===== src/rtl/clk_div_ratio_gen_if.sv =====
// Divide-ratio interface: the ratio producer drives enable/ratio (master),
// the clock divider consumes them and returns the divided clock (slave).
interface clk_div_ratio_gen_if #(
    parameter int RATIO_WD = 8
);
    logic                i_Clk_En;
    logic [RATIO_WD-1:0] i_Div_Ratio;
    logic                o_Div_Clk;
    logic [RATIO_WD-1:0] o_Ratio_Applied;

    modport master (
        output i_Clk_En,
        output i_Div_Ratio,
        input  o_Div_Clk,
        input  o_Ratio_Applied
    );

    modport slave (
        input  i_Clk_En,
        input  i_Div_Ratio,
        output o_Div_Clk,
        output o_Ratio_Applied
    );
endinterface


===== src/rtl/clk_div_ratio_gen.sv =====
// Glitch-free integer clock divider for the UART baud clock; ratio 0/1 or enable low bypasses.
// Optional macro CLK_DIV_DUTY50_EN adds a negedge flop giving exact 50% duty for odd ratios.
module clk_div_ratio_gen #(
    parameter int RATIO_WD = 8
) (
    input  logic               i_CLK,
    input  logic               i_RST,
    clk_div_ratio_gen_if.slave bus
);

    logic [RATIO_WD-1:0] cnt;
    logic [RATIO_WD-1:0] ratio_l;
    logic                en_l;
    logic                div_q;

    logic [RATIO_WD-1:0] cnt_nxt;
    logic                bypass;
    logic                boundary;
    logic                div_out;

    assign cnt_nxt  = cnt + RATIO_WD'(1);
    assign bypass   = !en_l || (ratio_l < RATIO_WD'(2));
    assign boundary = bypass || (cnt == ratio_l - RATIO_WD'(1));

    // Ratio and enable are only sampled at a period boundary, so the
    // divided clock always finishes the period it has started.
    // NOTE: sequential state uses non-blocking assignments so every flop
    // samples pre-edge values regardless of statement order.
    always_ff @(posedge i_CLK or posedge i_RST) begin
        if (i_RST) begin
            cnt     <= '0;
            ratio_l <= '0;
            en_l    <= 1'b0;
            div_q   <= 1'b0;
        end else if (boundary) begin
            cnt     <= '0;
            ratio_l <= bus.i_Div_Ratio;
            en_l    <= bus.i_Clk_En;
            div_q   <= bus.i_Clk_En && (bus.i_Div_Ratio >= RATIO_WD'(2));
        end else begin
            cnt     <= cnt_nxt;
            div_q   <= (cnt_nxt < (ratio_l >> 1));
        end
    end

`ifdef CLK_DIV_DUTY50_EN
    // Half-cycle extension of the high phase for odd ratios.
    logic div_n;

    always_ff @(negedge i_CLK or posedge i_RST) begin
        if (i_RST) begin
            div_n <= 1'b0;
        end else if (bypass) begin
            div_n <= 1'b0;
        end else begin
            div_n <= div_q;
        end
    end

    assign div_out = ratio_l[0] ? (div_q | div_n) : div_q;
`else
    assign div_out = div_q;
`endif

    // Only combinational path to the output: bypass mux onto the reference clock.
    assign bus.o_Div_Clk       = bypass ? i_CLK : div_out;
    assign bus.o_Ratio_Applied = ratio_l;

endmodule

===== src/flat_wrapper.sv =====
// flat-port wrapper written by rule: the top's interface ports become plain ports
module clk_div_ratio_gen_flat 
#(
    parameter int RATIO_WD = 8
)
  (i_CLK, i_RST, bus_i_Clk_En, bus_i_Div_Ratio, bus_o_Div_Clk, bus_o_Ratio_Applied);
  clk_div_ratio_gen_if #(.RATIO_WD(RATIO_WD)) bus_i ();
  input  logic i_CLK;
  input  logic i_RST;
  input wire logic [$bits(bus_i.i_Clk_En)-1:0] bus_i_Clk_En;
  input wire logic [$bits(bus_i.i_Div_Ratio)-1:0] bus_i_Div_Ratio;
  output wire logic [$bits(bus_i.o_Div_Clk)-1:0] bus_o_Div_Clk;
  output wire logic [$bits(bus_i.o_Ratio_Applied)-1:0] bus_o_Ratio_Applied;
  assign bus_i.i_Clk_En = bus_i_Clk_En;
  assign bus_i.i_Div_Ratio = bus_i_Div_Ratio;
  assign bus_o_Div_Clk = bus_i.o_Div_Clk;
  assign bus_o_Ratio_Applied = bus_i.o_Ratio_Applied;
  clk_div_ratio_gen #(.RATIO_WD(RATIO_WD)) u_core (.i_CLK(i_CLK), .i_RST(i_RST), .bus(bus_i));
endmodule

===== config.mk =====
export PLATFORM = sky130hd
export DESIGN_NAME = clk_div_ratio_gen_flat
export DESIGN_NICKNAME = d
export VERILOG_FILES = /design/src/rtl/clk_div_ratio_gen_if.sv /design/src/rtl/clk_div_ratio_gen.sv /design/src/flat_wrapper.sv
export SDC_FILE = /design/constraint.sdc
export NUM_CORES = 1
export LEC_CHECK = 0
export ABC_AREA = 1
export ABC_CLOCK_PERIOD_IN_PS = 1800
export CAP_MARGIN = 20
export CORE_MARGIN = 2
export CORE_UTILIZATION = 48
export CTS_CLUSTER_DIAMETER = 30
export DETAILED_ROUTE_END_ITERATION = 10
export PLACE_DENSITY = 0.75
export SLEW_MARGIN = 0
export SYNTH_ARGS = -nofsm -noshare
export SYNTH_HDL_FRONTEND = slang
export SYNTH_SLANG_ARGS = --single-unit

===== constraint.sdc =====
create_clock -name i_CLK -period 1.8 [get_ports i_CLK]
set_clock_uncertainty 0.15 [all_clocks]
set_input_delay 0.27 -clock i_CLK [delete_from_list [all_inputs] [get_ports i_CLK]]
set_output_delay 0.27 -clock i_CLK [all_outputs]
set_load 0.03 [all_outputs]

==> results of run 1 <==
## cell type report
cell class              instances  area (um^2)
well taps                      30         37.5
fillers                       111          309
flip-flops and latches         18          460
repair buffers                 63          520
inverters                      29          109
multi-input cells             139          993
clock buffers                   8         70.1
## stage by stage
stage               hold slack [ns]  setup slack (ns)
finish                     -0.00535            -0.391
global route                 0.0616            -0.458
CTS                         0.00385            -0.280
detailed placement            0.421            -0.339
global placement              0.412            -0.339
floorplan                    0.0580            -0.138
## layer usage
| metal | part of all wire | up-vias |
|---|---|---|
| met2 | 0.50 | 111 |
| met4 | 0.070 | 0 |
| li1 | - | 724 |
| met5 | 0 | - |
| met1 | 0.36 | 759 |
| met3 | 0.068 | 50 |
## critical path, cell delays in order, from the launching register on
cell	delay, ns
dfrtp_1	0.42
ha_2	0.23
nand2_4	0.07
nor2_4	0.11
inv_1	0.06
nand2_1	0.10
inv_1	0.06
ha_1	0.19
a21o_1	0.19
a21oi_2	0.13
nand2_1	0.10
nor2_2	0.14
nand3_1	0.09
nand2_1	0.08
## power groups by stage
| stage | clock network (mW) | registers, mW | logic [mW] |
|---|---|---|---|
| 5_1_grt | 0.394 | 0.404 | 0.0419 |
| 6_report | 0.377 | 0.404 | 0.0375 |
| 3_5_place_dp | 0.000488 | 0.412 | 0.0365 |
| 4_1_cts | 0.373 | 0.404 | 0.0370 |
| 2_1_floorplan | 0.000488 | 0.412 | 0.00813 |
| 3_3_place_gp | 0.000488 | 0.412 | 0.0359 |
## what timing repair did
item | CTS | global route
gates resized for setup | 59 | 31
pin swaps | 25 | 13
buffers inserted | 7 | 8
setup endpoints to repair | 27 | 25
gates cloned | 3 | 0
## state kept, by name, summed over array words and instances, names as in the netlist
signal                      count
u_core.bus.o_Ratio_Applied      8
u_core.cnt                      8
u_core.div_out                  1
u_core.en_l                     1
## how the worst min path moves through the flow
stage                        from  cells after the start  slack (ns)             to
floorplan                   i_RST                      1        0.06  u_core.cnt[0]
global placement    u_core.cnt[0]                      2        0.41  u_core.cnt[0]
detailed placement  u_core.cnt[0]                      2        0.42  u_core.cnt[0]
CTS                         i_RST                      3       0.004  u_core.cnt[0]
global route                i_RST                      3        0.06  u_core.cnt[1]
finish                      i_RST                      3      -0.005  u_core.cnt[1]
## cells in the final DEF (no fill, tap or decap), drive strengths merged
cell type      netlist  routed
a21o                 1       1
a21oi                4       4
a31oi                1       1
buf                  2      46
clkbuf               0      12
clkdlybuf4s15        0       2
clkdlybuf4s50        0      10
dfrtp               18      18
dlygate4sd2          0       1
ha                   8       8
inv                 29      29
mux2                 1       1
nand2               57      60
nand3               24      24
nand3b               1       1
nor2                25      25
nor3                 2       2
nor4                 1       1
o21ai                4       4
xor2                 7       7
## cell families after synthesis
| group | synth area share |
|---|---|
| AOI/OAI and AO/OA | 0.0419 |
| xor gates and xnor gates | 0.0478 |
| adders and majority gates | 0.0780 |
| buffers and inverters | 0.0975 |
| DFF | 0.351 |
| muxes | 0.00877 |
| and+or+nand+nor | 0.375 |
==> results by group, run 1 <==
Yosys
  – Distinct cell type count after synthesis: 21
  – Sequential share of the synthesized area: 0.351
  – Post-synth EDFFs: 0
  – Mapped cell area: 0.00128 mm^2
  – Syn Area/Cell: 6.94 um^2
  – Yosys reg bits: 18
  – Biggest area consumer among synthesized cells: dfrtp_1
  – Synth area leaders: dfrtp_1 35%, nand2_1 15%, nand3_1 9.4%
  – Gate Count Post-Synth: 185
  – Synth warn: 0
  – Ys async rst share: 1.00
  – Count leader, synth: nand2_1
  – Top post-synthesis cells by count: 53 x nand2_1, 28 x inv_1, 24 x nand3_1
  – Primary FF master, synth: dfrtp_1
  – Syn_nets: 204
  – Top-area cell type share of the netlist area: 0.351

Floorplanning
  – Initial Util: 0.514
  – Die ar.: 0.00310 mm^2
  – Row Count: 18
  – Die W: 55.7 um
  – Core area: 0.00250 mm^2
  – Top-level I/O count: 20
  – Chip Height: 55.7 um

Detailed routing
  – Router iterations before antenna repair: 4
  – DRT iter0 DRCs: 80
  – Remaining antenna violation count: 0
  – Via count: 1644
  – Via/cell ratio: 5.73
  – Wirelength per Cell: 18.1 um
  – DRT Wirelength: 5210 um
  – DRC viols: 0

Global routing
  – Antenna violations before repair: 0
  – Pin count of the biggest net entering global routing: 19
  – Global-route usage over all layers: 0.313
  – GR peak layer: met2
  – Met1 Usage GRT: 0.320
  – Met3 usage: 0.0744
  – First-pass GRT wire length: 7460 um
  – Gr ovfl total: 0
  – GR Util met2: 0.532
  – Vias in the first global route: 1643

STA
  – Post-route setup slack: -0.391 ns
  – Fin crit period: 2.19 ns
  – Finish-stage setup viols: 20
  – Pins over their slew limit: 0
  – Least-Margin Pin Slew: 0.306 ns
  – WHS: -0.00535 ns
  – Max_slew headroom: 0.794
  – Period utilization: 1.22
  – RSZ-0062 raised after global routing: yes
  – Setup_tns: -6.34 ns
  – Max Clock Freq: 456 MHz
  – Fin. Hold Viols: 8

Worst setup path
  – Worst reg2reg path depth: 13
  – Crit path to: u_core.div_out
  – CP startpoint: u_core.cnt[1]
  – Critical Path RT: 2.02 ns
  – Worst setup SP type: flop
  – Worst setup path class: reg2reg
  – CP Max Fanout: 3
  – Critical Path End Type: flop
  – Worst reg2reg startpoint: u_core.cnt[1]
  – R2R Setup Slk: -0.39 ns
  – R2R Path End: u_core.div_out
  – Crit path arrival time: 2.41 ns

Clock tree
  – Clock insertion delay at the later pin of the skew report: 0.43 ns
  – CTS Hold Bufs: 0
  – CTS clk-pin slew, worst paths: 0.13 ns
  – CTS tree: done

Layout
  – Non-Filler Instances: 287
  – Antenna Diode Count: 0
  – Util after Layout: 0.876
  – Number of nets in the layout: 277
  – Fin area: 0.00219 mm^2
  – Share of cells above drive strength 1: 0.498
  – P&R area growth vs syn: 70.7%

Placement
  – GPL Wtd Cong: 0.867
  – Number of port buffers: 19
  – Placed cell area: 0.00176 mm^2
  – Placed cells: 262
  – DP HPWL: 2520 um

Pwr
  – Reg power frac: 0.493
  – Worst VDD drop: 0.000428 V
  – Sw Ratio: 0.238
  – Power, Total: 0.819 mW
  – Cell-internal power: 0.624 mW
  – Net Sw Power: 0.195 mW
  – Leakage: 1.19 nW
  – Power density over cell area: 374 mW/mm^2
  – Comb power frac: 0.046
  – Clock share of power: 0.461

Min path
  – HP Class: in2async

Outcome
  – Status: finished, violations left
  – Violated checks: hold timing, setup timing

Job
  – Max cap viols: 0
(Power assumes the default switching activity.)
==> inputs of run 2 (changes only) <==
- GPL_TIMING_DRIVEN: not set -> 0
==> results by group, run 2 (synthesis gave the netlist of run 1 again) <==
Floorplanning
  – Chip Height: 55.7 um (unchanged)
  – Die W: 55.7 um (unchanged)
  – Core area: 0.00250 mm^2 (unchanged)
  – Die ar.: 0.00310 mm^2 (unchanged)
  – Initial Util: 0.514 (unchanged)
  – Row Count: 18 (unchanged)
  – Top-level I/O count: 20 (unchanged)

Layout
  – Non-Filler Instances: 267 (-7.0%)
  – Most frequent cells in the layout: 37 x nand2_1, 24 x inv_1, 23 x nand3_1, 22 x buf_4, 15 x nand2_2
  – Util after Layout: 0.796 (-0.0806)
  – Number of nets in the layout: 257 (-7.2%)
  – Antenna Diode Count: 0 (unchanged)
  – P&R area growth vs syn: 55.0%
  – Commonest non-fill, non-tap cell in the layout: nand2_1
  – Share of cells above drive strength 1: 0.401 (-0.0972)

Clock tree
  – CTS Hold Bufs: 0 (unchanged)
  – Clock insertion delay at the later pin of the skew report: 0.42 ns (about the same)
  – CTS clk-pin slew, worst paths: 0.12 ns (about the same)
  – CTS tree: done

Placement
  – GPL Wtd Cong: 0.824 (-5.0%)
  – DP HPWL: 2230 um (-11%)
  – Placed cells: 234 (-11%)
  – Number of port buffers: 19 (unchanged)

Detailed routing
  – Metal3 WL: 344 um (-3.1%)
  – Met1 wire length: 1670 um (-11%)
  – Met2 WL: 2140 um (-18%)
  – DRT Wirelength: 4330 um (-17%)
  – Wirelength per Cell: 16.2 um (-11%)
  – Top layer in use: met4
  – Remaining antenna violation count: 0 (unchanged)
  – Via/cell ratio: 5.56 (-2.9%)
  – DRT iter0 DRCs: 69 (-14%)
  – DRC viols: 0 (unchanged)
  – Router iterations before antenna repair: 4 (unchanged)
  – Via count: 1485 (-9.7%)

Worst setup path
  – CP Max Fanout: 3 (unchanged)
  – Critical Path RT: 1.38 ns (-0.64 ns)
  – Critical Path End Type: output pin
  – Worst setup path class: reg2out
  – Crit path arrival time: 1.74 ns (-0.67 ns)
  – Worst setup SP type: flop

STA
  – RSZ-0062 raised after global routing: yes
  – Max Clock Freq: 462 MHz (+1.3%)
  – Least-Margin Pin Slew: 0.710 ns (+0.403 ns)
  – Pins over their slew limit: 0 (unchanged)
  – Max_slew headroom: 0.526 (-0.268)
  – Setup_tns: -5.70 ns (+0.632 ns)
  – Period utilization: 1.20 (-0.0152)
  – Fin crit period: 2.16 ns (-0.0273 ns)
  – Post-route setup slack: -0.364 ns (+0.0273 ns)
  – Fin. Hold Viols: 0 (-8)
  – WHS: 0.102 ns (+0.108 ns)
  – Finish-stage setup viols: 19 (-5.0%)

Pwr
  – Net Sw Power: 0.191 mW (-1.8%)
  – Power density over cell area: 409 mW/mm^2 (+9.4%)
  – Leakage: 1.02 nW (-14%)
  – Cell-internal power: 0.622 mW (-0.33%)
  – Comb power frac: 0.046 (about the same)
  – Sw Ratio: 0.235 (-0.00273)
  – Worst VDD drop: 0.000479 V (+12%)
  – Clock share of power: 0.457 (-0.004)
  – Reg power frac: 0.497 (+0.004)

Min path
  – HP Class: in2async

Global routing
  – Pin count of the biggest net entering global routing: 19 (unchanged)
  – Antenna violations before repair: 0 (unchanged)
  – Global-route usage over all layers: 0.269 (-0.0439)
  – First-pass GRT wire length: 6510 um (-13%)
  – Vias in the first global route: 1497 (-8.9%)
  – Gr ovfl total: 0 (unchanged)

Outcome
  – Status: finished, violations left
  – Violated checks: setup timing

Job
  – Max cap viols: 0 (unchanged)
run 2: changes by cell type in the layout (fill, tap and decap cells not counted), moves of 2 or more:
cell	before	now
buf_4	40	22
nand3_1	14	23
nand3_2	10	1
nand2_1	42	37
nand2_2	11	15
dlygate4sd2_1	1	4
buf_8	0	2
clkbuf_2	5	3
inv_2	6	4
run 2: worst max-delay path, stage by stage, from the launching register on:
cell     delay, ns
dfrtp_2       0.46
nor2_4        0.14
nand2_2       0.09
inv_2         0.08
a31oi_4       0.10
mux2_4        0.32
buf_6         0.14
run 2: power by group through the flow:
| stage | Clock [mW] | Sequential [mW] | Combinational [mW] |
|---|---|---|---|
| final | 0.371 | 0.404 | 0.0377 |
| after global routing | 0.400 | 0.404 | 0.0412 |
| after CTS | 0.369 | 0.404 | 0.0366 |
| after detailed placement | 0.000488 | 0.412 | 0.0351 |
| after global placement | 0.000488 | 0.412 | 0.0342 |
| after floorplan | 0.000488 | 0.412 | 0.00813 |
run 2: stage by stage:
stage	instance area [um^2]	setup slack [ns]	power, mW
6_report	1990	-0.364	0.813
5_1_grt	1990	-0.444	0.845
4_1_cts	1910	-0.413	0.810
3_5_place_dp	1550	-0.602	0.448
3_3_place_gp	1550	-0.582	0.447
2_1_floorplan	1320	-0.138	0.421
run 2: area by class of cell:
class | instances | area, um^2
buffer | 1 | 15.0
clock buffer | 8 | 70.1
multi-input combinational | 136 | 893
fill | 141 | 510
sequential | 18 | 460
timing repair buffer | 45 | 402
inverter | 29 | 111
tap | 30 | 37.5
run 2: worst paths after layout:
kind                                               start                       endpoint  slack, ns  cells after the start
hold / removal                                     i_RST                  u_core.cnt[3]       0.10                      2
hold reg to reg            u_core.bus.o_Ratio_Applied[0]  u_core.bus.o_Ratio_Applied[0]       0.45                      2
max in group asynchronous                          i_RST  u_core.bus.o_Ratio_Applied[7]       0.91                      2
setup / recovery           u_core.bus.o_Ratio_Applied[5]                  bus_o_Div_Clk      -0.36                      6
min in group i_CLK                    bus_i_Div_Ratio[2]  u_core.bus.o_Ratio_Applied[2]       0.26                      3
setup reg to reg                           u_core.cnt[1]                 u_core.div_out      -0.35                     12
run 2: timing repair:
item                       in CTS  in global routing
setup buffers                  20                  6
gates cloned                    1                  0
pin swaps                      18                 12
resized for setup              55                 23
setup endpoints to repair      27                 23
run 2: routing by layer:
metal / vias up / global-route usage
met5: - / 0
met3: 18 / 0.0535
met4: 0 / 0.118
li1: 684 / -
met2: 88 / 0.480
met1: 695 / 0.307
